--- src/rtl/aurora_axis_traffic_gen.sv ---
// Loopback traffic source and checker for the Aurora streaming kernel.
// Drives a counting pattern into tx_axis and checks rx_axis beats against it.
module aurora_axis_traffic_gen #(
  parameter int unsigned TIMEOUT_W = 32,
  parameter int unsigned CNT_W     = 32
) (
  input  logic                 ap_clk,
  input  logic                 ap_rst,
  input  logic                 start,
  input  logic [CNT_W-1:0]     frame_len,
  input  logic [31:0]          seed,
  input  logic [TIMEOUT_W-1:0] timeout_limit,
  output logic                 tx_axis_tvalid,
  output logic [255:0]         tx_axis_tdata,
  input  logic                 tx_axis_tready,
  input  logic                 rx_axis_tvalid,
  input  logic [255:0]         rx_axis_tdata,
  output logic                 rx_axis_tready,
  output logic                 busy,
  output logic                 done,
  output logic                 timeout,
  output logic [CNT_W-1:0]     tx_count,
  output logic [CNT_W-1:0]     rx_count,
  output logic [CNT_W-1:0]     err_count,
  output logic [CNT_W-1:0]     first_err_idx,
  output logic [15:0]          stray_count
);

  localparam int unsigned DATA_W = 256;
  localparam int unsigned WORD_W = 32;
  localparam int unsigned WORDS  = DATA_W / WORD_W;

  typedef enum logic [1:0] {
    S_IDLE,
    S_RUN,
    S_DONE
  } state_t;

  state_t               state_q;
  state_t               state_nxt;
  logic [CNT_W-1:0]     len_q;
  logic [WORD_W-1:0]    tx_base_q;
  logic [WORD_W-1:0]    rx_base_q;
  logic [TIMEOUT_W-1:0] idle_q;

  logic start_acc_c;
  logic tmo_hit_c;
  logic tx_acc_c;
  logic rx_beat_c;
  logic rx_live_c;

  // Word k of a beat is base + k; base advances by WORDS per beat.
  function automatic logic [DATA_W-1:0] beat_pattern(input logic [WORD_W-1:0] base);
    logic [DATA_W-1:0] p;
    p = '0;
    for (int unsigned k = 0; k < WORDS; k++) begin
      p[WORD_W*k +: WORD_W] = base + WORD_W'(k);
    end
    return p;
  endfunction

  always_ff @(posedge ap_clk) begin
    if (ap_rst) begin
      state_q <= S_IDLE;
    end else begin
      state_q <= state_nxt;
    end
  end

  // Next-state decode; timeout fires on the cycle the idle count reaches the limit.
  always_comb begin
    state_nxt   = state_q;
    start_acc_c = 1'b0;
    tmo_hit_c   = 1'b0;
    tx_acc_c    = tx_axis_tvalid && tx_axis_tready;
    rx_beat_c   = rx_axis_tvalid && rx_axis_tready;
    rx_live_c   = (state_q == S_RUN) && (rx_count < len_q);
    case (state_q)
      S_IDLE, S_DONE: begin
        if (start) begin
          start_acc_c = 1'b1;
          state_nxt   = (frame_len == '0) ? S_DONE : S_RUN;
        end
      end
      S_RUN: begin
        if ((tx_count == len_q) && (rx_count == len_q)) begin
          state_nxt = S_DONE;
        end else if ((timeout_limit != '0) && !rx_beat_c &&
                     ((idle_q + TIMEOUT_W'(1)) == timeout_limit)) begin
          state_nxt = S_DONE;
          tmo_hit_c = 1'b1;
        end
      end
      default: state_nxt = S_IDLE;
    endcase
  end

  always_ff @(posedge ap_clk) begin
    if (ap_rst) begin
      busy           <= 1'b0;
      done           <= 1'b0;
      timeout        <= 1'b0;
      tx_axis_tvalid <= 1'b0;
      tx_axis_tdata  <= '0;
      rx_axis_tready <= 1'b1;
      tx_count       <= '0;
      rx_count       <= '0;
      err_count      <= '0;
      first_err_idx  <= '1;
      stray_count    <= '0;
      len_q          <= '0;
      tx_base_q      <= '0;
      rx_base_q      <= '0;
      idle_q         <= '0;
    end else begin
      busy           <= (state_nxt == S_RUN);
      done           <= (state_nxt == S_DONE);
      rx_axis_tready <= 1'b1;

      if (start_acc_c) begin
        len_q          <= frame_len;
        tx_base_q      <= seed;
        rx_base_q      <= seed;
        tx_count       <= '0;
        rx_count       <= '0;
        err_count      <= '0;
        first_err_idx  <= '1;
        timeout        <= 1'b0;
        idle_q         <= '0;
        tx_axis_tvalid <= (frame_len != '0);
        tx_axis_tdata  <= beat_pattern(seed);
      end else if (state_q == S_RUN) begin
        if (tx_acc_c) begin
          tx_count  <= tx_count + CNT_W'(1);
          tx_base_q <= tx_base_q + WORD_W'(WORDS);
          if ((tx_count + CNT_W'(1)) == len_q) begin
            tx_axis_tvalid <= 1'b0;
          end else begin
            tx_axis_tdata <= beat_pattern(tx_base_q + WORD_W'(WORDS));
          end
        end

        if (rx_beat_c && rx_live_c) begin
          rx_count  <= rx_count + CNT_W'(1);
          rx_base_q <= rx_base_q + WORD_W'(WORDS);
          if (rx_axis_tdata != beat_pattern(rx_base_q)) begin
            if (err_count != '1) begin
              err_count <= err_count + CNT_W'(1);
            end
            if (first_err_idx == '1) begin
              first_err_idx <= rx_count;
            end
          end
        end

        idle_q <= rx_beat_c ? '0 : idle_q + TIMEOUT_W'(1);

        if (tmo_hit_c) begin
          timeout        <= 1'b1;
          tx_axis_tvalid <= 1'b0;
        end
      end

      // Beats outside an open RUN window are only counted, never checked.
      if (rx_beat_c && !rx_live_c && (stray_count != 16'hFFFF)) begin
        stray_count <= stray_count + 16'd1;
      end
    end
  end

endmodule

--- config.mk ---
export PLATFORM = sky130hd
export DESIGN_NAME = aurora_axis_traffic_gen
export DESIGN_NICKNAME = d
export VERILOG_FILES = /design/src/rtl/aurora_axis_traffic_gen.sv
export SDC_FILE = /design/constraint.sdc
export NUM_CORES = 2
export LEC_CHECK = 0
export BUFFER_PORTS_ARGS = -buffer_cell sky130_fd_sc_hd__buf_2
export CAP_MARGIN = 20
export CORE_AREA = 2 2 300 302
export CTS_CLUSTER_DIAMETER = 40
export DETAILED_ROUTE_END_ITERATION = 12
export DIE_AREA = 0 0 302 304
export MAX_ROUTING_LAYER = met4
export PLACE_DENSITY = 0.67
export SYNTH_ARGS = -nofsm -noshare
export SYNTH_HDL_FRONTEND = slang
export SYNTH_SLANG_ARGS = --single-unit
--- constraint.sdc ---
create_clock -name ap_clk -period 3.9 [get_ports ap_clk]
set_input_delay 0.195 -clock ap_clk [delete_from_list [all_inputs] [get_ports ap_clk]]
set_output_delay 0.195 -clock ap_clk [all_outputs]
set_load 0.01 [all_outputs]
== Word-level counts from Yosys, hierarchy flattened ==
Index checks and enable logic that the tools add are counted.

* Bits in read-only memories: 0
* Word-level logic and storage cells: 113
* Bits in writable memories: 0
* Flip-flop bits (word level): 534
* Bits in latches: 0
* Bits of input ports: 357
* Output and inout port bits: 405
* Memories kept: 0

* Shift-type cells: 0
* Reductions and logical operators: 30
* Multiplexer cells: 26
* Div/mod/pow operators: 0
* Bitwise operators: 0
* Multiply operators: 0
* Equal/unequal tests: 13
* $add $sub $neg: 28
* Magnitude comparators: 1

{| class="wikitable"
|+ Operator list
! operator !! number
|-
| 256-bit two-way mux || 4
|-
| 32-bit by 3-bit adder with 32-bit output, second input constant || 12
|-
| 256-bit inequality test || 1
|-
| 32-bit by 1-bit adder with 32-bit output, second input constant || 7
|-
| 32-bit two-way mux || 7
|-
| 32-bit by 2-bit adder with 32-bit output, second input constant || 6
|-
| 32-bit == test || 4
|-
| 32-bit by 4-bit adder with 32-bit output, second input constant || 2
|-
| 32-bit nonzero test || 2
|-
| 32-bit == test, second input constant || 1
|-
| 32-bit zero test || 1
|-
| 32-bit less-than comparator || 1
|-
| 32-bit inequality test, second input constant || 1
|-
| 16-bit by 1-bit adder with 16-bit output, second input constant || 1
|-
| 16-bit inequality test, second input constant || 1
|-
| 1-bit two-way mux || 10
|-
| 2-bit AND reduction || 5
|-
| 1-bit logical AND || 8
|-
| 2-bit two-way mux || 4
|-
| 4-bit AND reduction || 2
|-
| 3-bit AND reduction || 2
|-
| 2-bit nonzero test || 3
|-
| 3-bit nonzero test || 2
|-
| 2-bit by 1-bit == test with 1-bit output, second input constant || 2
|-
| 6 further kinds || 9
|}

== Longest topological paths before layout ==
* Depth after elaboration: 9
* Gate-level depth with buffers: 18
* Gate-level depth less buffers: 13

== Least setup slack after synthesis ==
OpenSTA, ideal clock, no wires.

* Kind: reg-to-reg
* Start point: reg tx_base_q[2] (netlist name)
* End point: reg err_count[14]
* Arrival time: 3.939 ns
* Clock period less this slack: 4.060 ns
* Cell stages (with the launch flop): 19
* Required time: 3.779 ns
* Path buffers: 6
* Setup time: 0.121 ns
* Setup slack: -0.160 ns
* Cell sequence: dfxtp_1 -> buf_1 -> inv_1 -> ha_1 -> clkbuf_1 -> a21oi_1 -> clkbuf_1 -> nor3_1 -> nand2_1 -> xnor2_1 -> or4_1 -> a2111oi_0 -> and4b_1 -> and4_1 -> buf_4 -> buf_8 -> buf_8 -> nor3_2 -> mux2i_1

{| class="wikitable"
|+ RTL lines
! what !! line !! source
|-
| to (signal assigned) || 148 || <nowiki>err_count <= err_count + CNT_W'(1);</nowiki>
|-
| to (decl) || 24 || <nowiki>output logic [CNT_W-1:0] err_count,</nowiki>
|}

== Worst setup path after layout ==
* Start point: reg rx_base_q[1]
* End point: reg first_err_idx[19]

* Word-level cells in the longest chain between the ends: 3
* Elaborated cells on any way between the ends: 9
* Those cells by class: add/sub: 7; eq/ne: 1; reduce/logical: 1

{| class="wikitable"
|+ RTL lines
! what !! line !! source
|-
| from (decl) || 43 || <nowiki>logic [WORD_W-1:0] rx_base_q;</nowiki>
|-
| from (signal assigned) || 145 || <nowiki>rx_base_q <= rx_base_q + WORD_W'(WORDS);</nowiki>
|-
| 32-bit by 1-bit adder with 32-bit output (tied with other cells) || 57 || <nowiki>p[WORD_W*k +: WORD_W] = base + WORD_W'(k);</nowiki>
|-
| 256-bit inequality test (*) || 146 || <nowiki>if (rx_axis_tdata != beat_pattern(rx_base_q)) begin</nowiki>
|-
| 4-bit AND reduction (no source line) (*) || - ||
|-
| to (signal assigned) || 151 || <nowiki>first_err_idx <= rx_count;</nowiki>
|-
| to (decl) || 25 || <nowiki>output logic [CNT_W-1:0] first_err_idx,</nowiki>
|}

Mark *: on every way between the ends. The rest lies on a longest branch, timed or not.
A chain may end at the register's enable or synchronous reset.

==> metrics.md <==
| Metric | Value |
|---|---|
| Status | `finished with violations` |
| Violated checks | `setup timing` |
| Post-route cell area | `49240 sq um` |
| Critical path fanouts, max | `8` |
| Share of cells above drive strength 1 | `31.43%` |
| # fillers | `8526` |
| Cell Area, Synth | `35080 sq um` |
| Hold Crit Class | `input pin to flop` |
| Top area cells in the synthesized netlist | `dfxtp_1 (30%), xnor2_1 (10%), nor2_1 (7.2%)` |
| Die Span X | `302 um` |
| Final Hold Vio Count | `0` |
| Final non-filler cell total | `7115` |
| GRT Util Overall | `42.93%` |
| Initial antenna violation count | `21` |
| Buffers on Ports | `760` |
| Post-detail-place hpwl | `161800 um` |
| RSZ-0062 raised after global routing | `true` |
| Post-Syn Nets | `5001` |
| Final period utilization | `104.0%` |
| Clk buf depth | `3` |
| Clk_lat worst skew | `650 ps` |
| Dpl cell area | `44340 sq um` |
| Drt pass-1 iters | `7` |
| WS Path Type | `flop to flop` |
| Pwr dens | `372.4 nW/um^2` |
| Largest net degree at the start of global routing | `150` |
| Dpl ws | `-584.0 ps` |
| Top layer in use | `met4` |
| Synth Flop Type | `dfxtp_1` |
| # nets final | `6265` |
| Crit path required time | `4460 ps` |
| Final worst slack | `-157.5 ps` |
| Maxcap violations | `0` |
| Routed wl met3 | `18550 um` |
| Vias per inst | `5.953` |
| DRC | `0` |
| VDD IR-drop max | `0.0004309 V` |
| Global-route wire length before repair | `279800 um` |
| Syn. warnings | `0` |
| Leak | `19.80 nW` |
| Via count | `42350` |
| Worst-margin pin slew | `1008 ps` |
| Routability Congestion | `1.121` |
| Clk root buf | `clkbuf_16` |
| Clk slew on worst S/H paths | `60 ps` |
| Core area | `89050 sq um` |
| Post-Syn Instances | `4587` |
| Total gr overflow | `0` |
| Number of DRC markers in iteration 0 | `4651` |
| Final Skew | `36.06 ps` |
| H-tree depth | `3` |
| Die Height | `304 um` |
| Vias in the first global route | `39030` |
| FF+latch count, synth | `521` |
| Met2 wire len | `88950 um` |
| Min cycle time layout | `4057 ps` |
| Num ports | `762` |
| CP endpoint kind | `flop` |
| Register area share after synthesis | `29.73%` |
| Antenna viol nets, final | `0` |
| Slew margin rel. | `32.81%` |
| Initial core utilization | `39.40%` |
| Avg Synthesized Cell Area | `7.648 sq um` |
| Routed wire per std cell | `28.32 um` |
| Met1 WL | `82590 um` |
| Number of synthesized flops with an enable pin | `0` |
| Post-route setup TNS | `-3292 ps` |
| Peak Freq | `246.5 MHz` |
| P&R area growth vs syn | `40.35%` |
| Dpl cells | `6853` |
| Die area | `91810 sq um` |
| Final wirelength | `201500 um` |
| Final setup fails | `36` |
| Num CTS Buffers | `85` |
| Final slew viol count | `0` |
| CP Launch Type | `flop` |
| Top cell type's share of synthesized area | `29.73%` |
| # rows | `110` |
| Clock sink count | `521` |
| Critical Path AT | `4620 ps` |
| Yosys cell types | `100` |
| Clock tree from TritonCTS | `yes` |
| Post-synth ARST share | `0%` |
| Leading area contributor after synthesis | `dfxtp_1` |
synth_stat cells (15+ instances only):
cell	instances
o21ai_0	90
nor3_1	155
or4_1	42
clkbuf_1	206
o31ai_1	35
dfxtp_1	521
a21o_1	21
and2_1	28
nand4_1	133
nand2_1	396
inv_1	81
and4_1	35
a31oi_1	30
buf_2	89
a211oi_1	233
a21oi_1	249
buf_1	23
nand2b_1	31
nor2_1	669
and3_1	66
o22ai_1	20
a22oi_1	18
xnor2_1	404
buf_4	24
or3_1	59
o22a_1	36
nand3_1	166
ha_1	57
mux2i_1	25
o211ai_1	15
nor4_1	80
xor2_1	282
nor2b_1	20
placed cells by master (no fill, tap or decap), drive strengths merged, types with 12 or more instances in the layout:
cell type    synthesis  layout
a22oi               18      18
o2111ai             12      12
nor2               671     671
o31ai               35      35
clkinv               2      27
or2                 15      15
nand2              397     397
a21oi              251     251
or3                 59      59
nor2b               20      20
nand2b              32      32
inv                 81      96
buf                143    1476
and2                28      28
ha                  57      57
xnor2              404     404
o22a                36      36
and4                35      35
nand3b              12      12
clkbuf             206     104
mux2i               25      25
and3                66      66
or4                 43      43
o211ai              15      15
nor4                87      87
diode                0      18
a2111oi             15      15
nand3              167     167
a21o                21      21
xor2               282     282
nor3               169     169
a31oi               31      31
dfxtp              521     521
nand4              141     141
o22ai               20      20
dlygate4sd3          0      47
a211oi             234     234
o21ai               97      97
final cells by class:
| cell class | instances | area (sq um) | share of cell area, % |
|---|---|---|---|
| antenna | 18 | 45.04 | 0.09148 |
| clock buffer | 101 | 2290 | 4.650 |
| clock inverter | 56 | 695.7 | 1.413 |
| inverter | 83 | 316.6 | 0.6429 |
| multi-input combinational | 3634 | 23690 | 48.10 |
| sequential | 521 | 10470 | 21.27 |
| tap | 1176 | 1471 | 2.988 |
| timing repair buffer | 1526 | 10260 | 20.84 |
flip-flops by register name, summed over array words and instances, names as in the netlist, 2 cells and up:
name,cells
rx_count,32
state_q,2
stray_count,16
first_err_idx,32
tx_axis_tdata,246
idle_q,32
rx_base_q,31
tx_base_q,30
len_q,32
err_count,32
tx_count,32
critical path, cell delays in order (launching register included):
cell	delay, ps
dfxtp_2	340
buf_8	140
buf_6	130
ha_4	150
buf_6	120
inv_4	50
buf_4	100
nor3_1	40
buf_4	160
buf_4	120
a22o_1	230
a41oi_2	340
o311ai_0	220
nor4_1	330
nand4_1	140
and4b_2	380
buf_6	110
nand4_1	200
nand4_1	210
buf_6	150
buf_12	130
o22a_1	150
logic make-up (layout without fill, tap and decap cells):
logic type	Yosys count	in the layout	share of synthesized area (%)
compound gates	876	876	16.79
xor+xnor	686	686	17.13
fa+ha+maj	57	57	2.033
buf+inv	432	1766	5.368
flops	521	521	29.73
mux	25	25	0.7133
other cells	1	19	0.01069
simple gates	1989	1989	28.23
stage by stage:
stage | hold slack (ps) | util, % | power, W
after floorplan | 331.0 | - | 0.008089
after global placement | 437.1 | 49.79 | 0.01020
after detailed placement | 444.6 | 49.79 | 0.01019
after CTS | 5.446 | 54.72 | 0.01817
after global routing | 45.23 | 55.28 | 0.01880
final | 18.83 | 55.29 | 0.01834
layer usage:
layer | track usage (%) | up-vias
li1 | - | 18860
met1 | 55.90 | 20570
met3 | 6.797 | 494
met2 | 65.06 | 2430
met4 | 19.71 | 0
met5 | - | -
worst paths after layout:
kind	cells after the start	endpoint	slack (ps)	start
hold reg to reg	2	tx_axis_tdata[6]	450	tx_axis_tdata[6]
setup / recovery	21	first_err_idx[19]	-160	rx_base_q[1]
setup reg to reg	21	first_err_idx[19]	-160	rx_base_q[1]
hold / removal	3	rx_base_q[30]	20	seed[30]
what timing repair did:
| item | 4_1_cts | 5_1_grt |
|---|---|---|
| hold endpoints to repair | 47 | 0 |
| pin swaps | 51 | 29 |
| setup buffers | 29 | 11 |
| gates cloned | 3 | 3 |
| hold buffers | 47 | 0 |
| resized for setup | 155 | 76 |
| endpoints found under the setup margin | 151 | 302 |
power by group:
part	switching [W]	leakage, nW	internal [W]
Combinational	0.00275	14.1	0.00171
Clock	0.00303	1.44	0.00483
Sequential	0.000325	4.27	0.00568
Power figures use the tool's default switching activity.
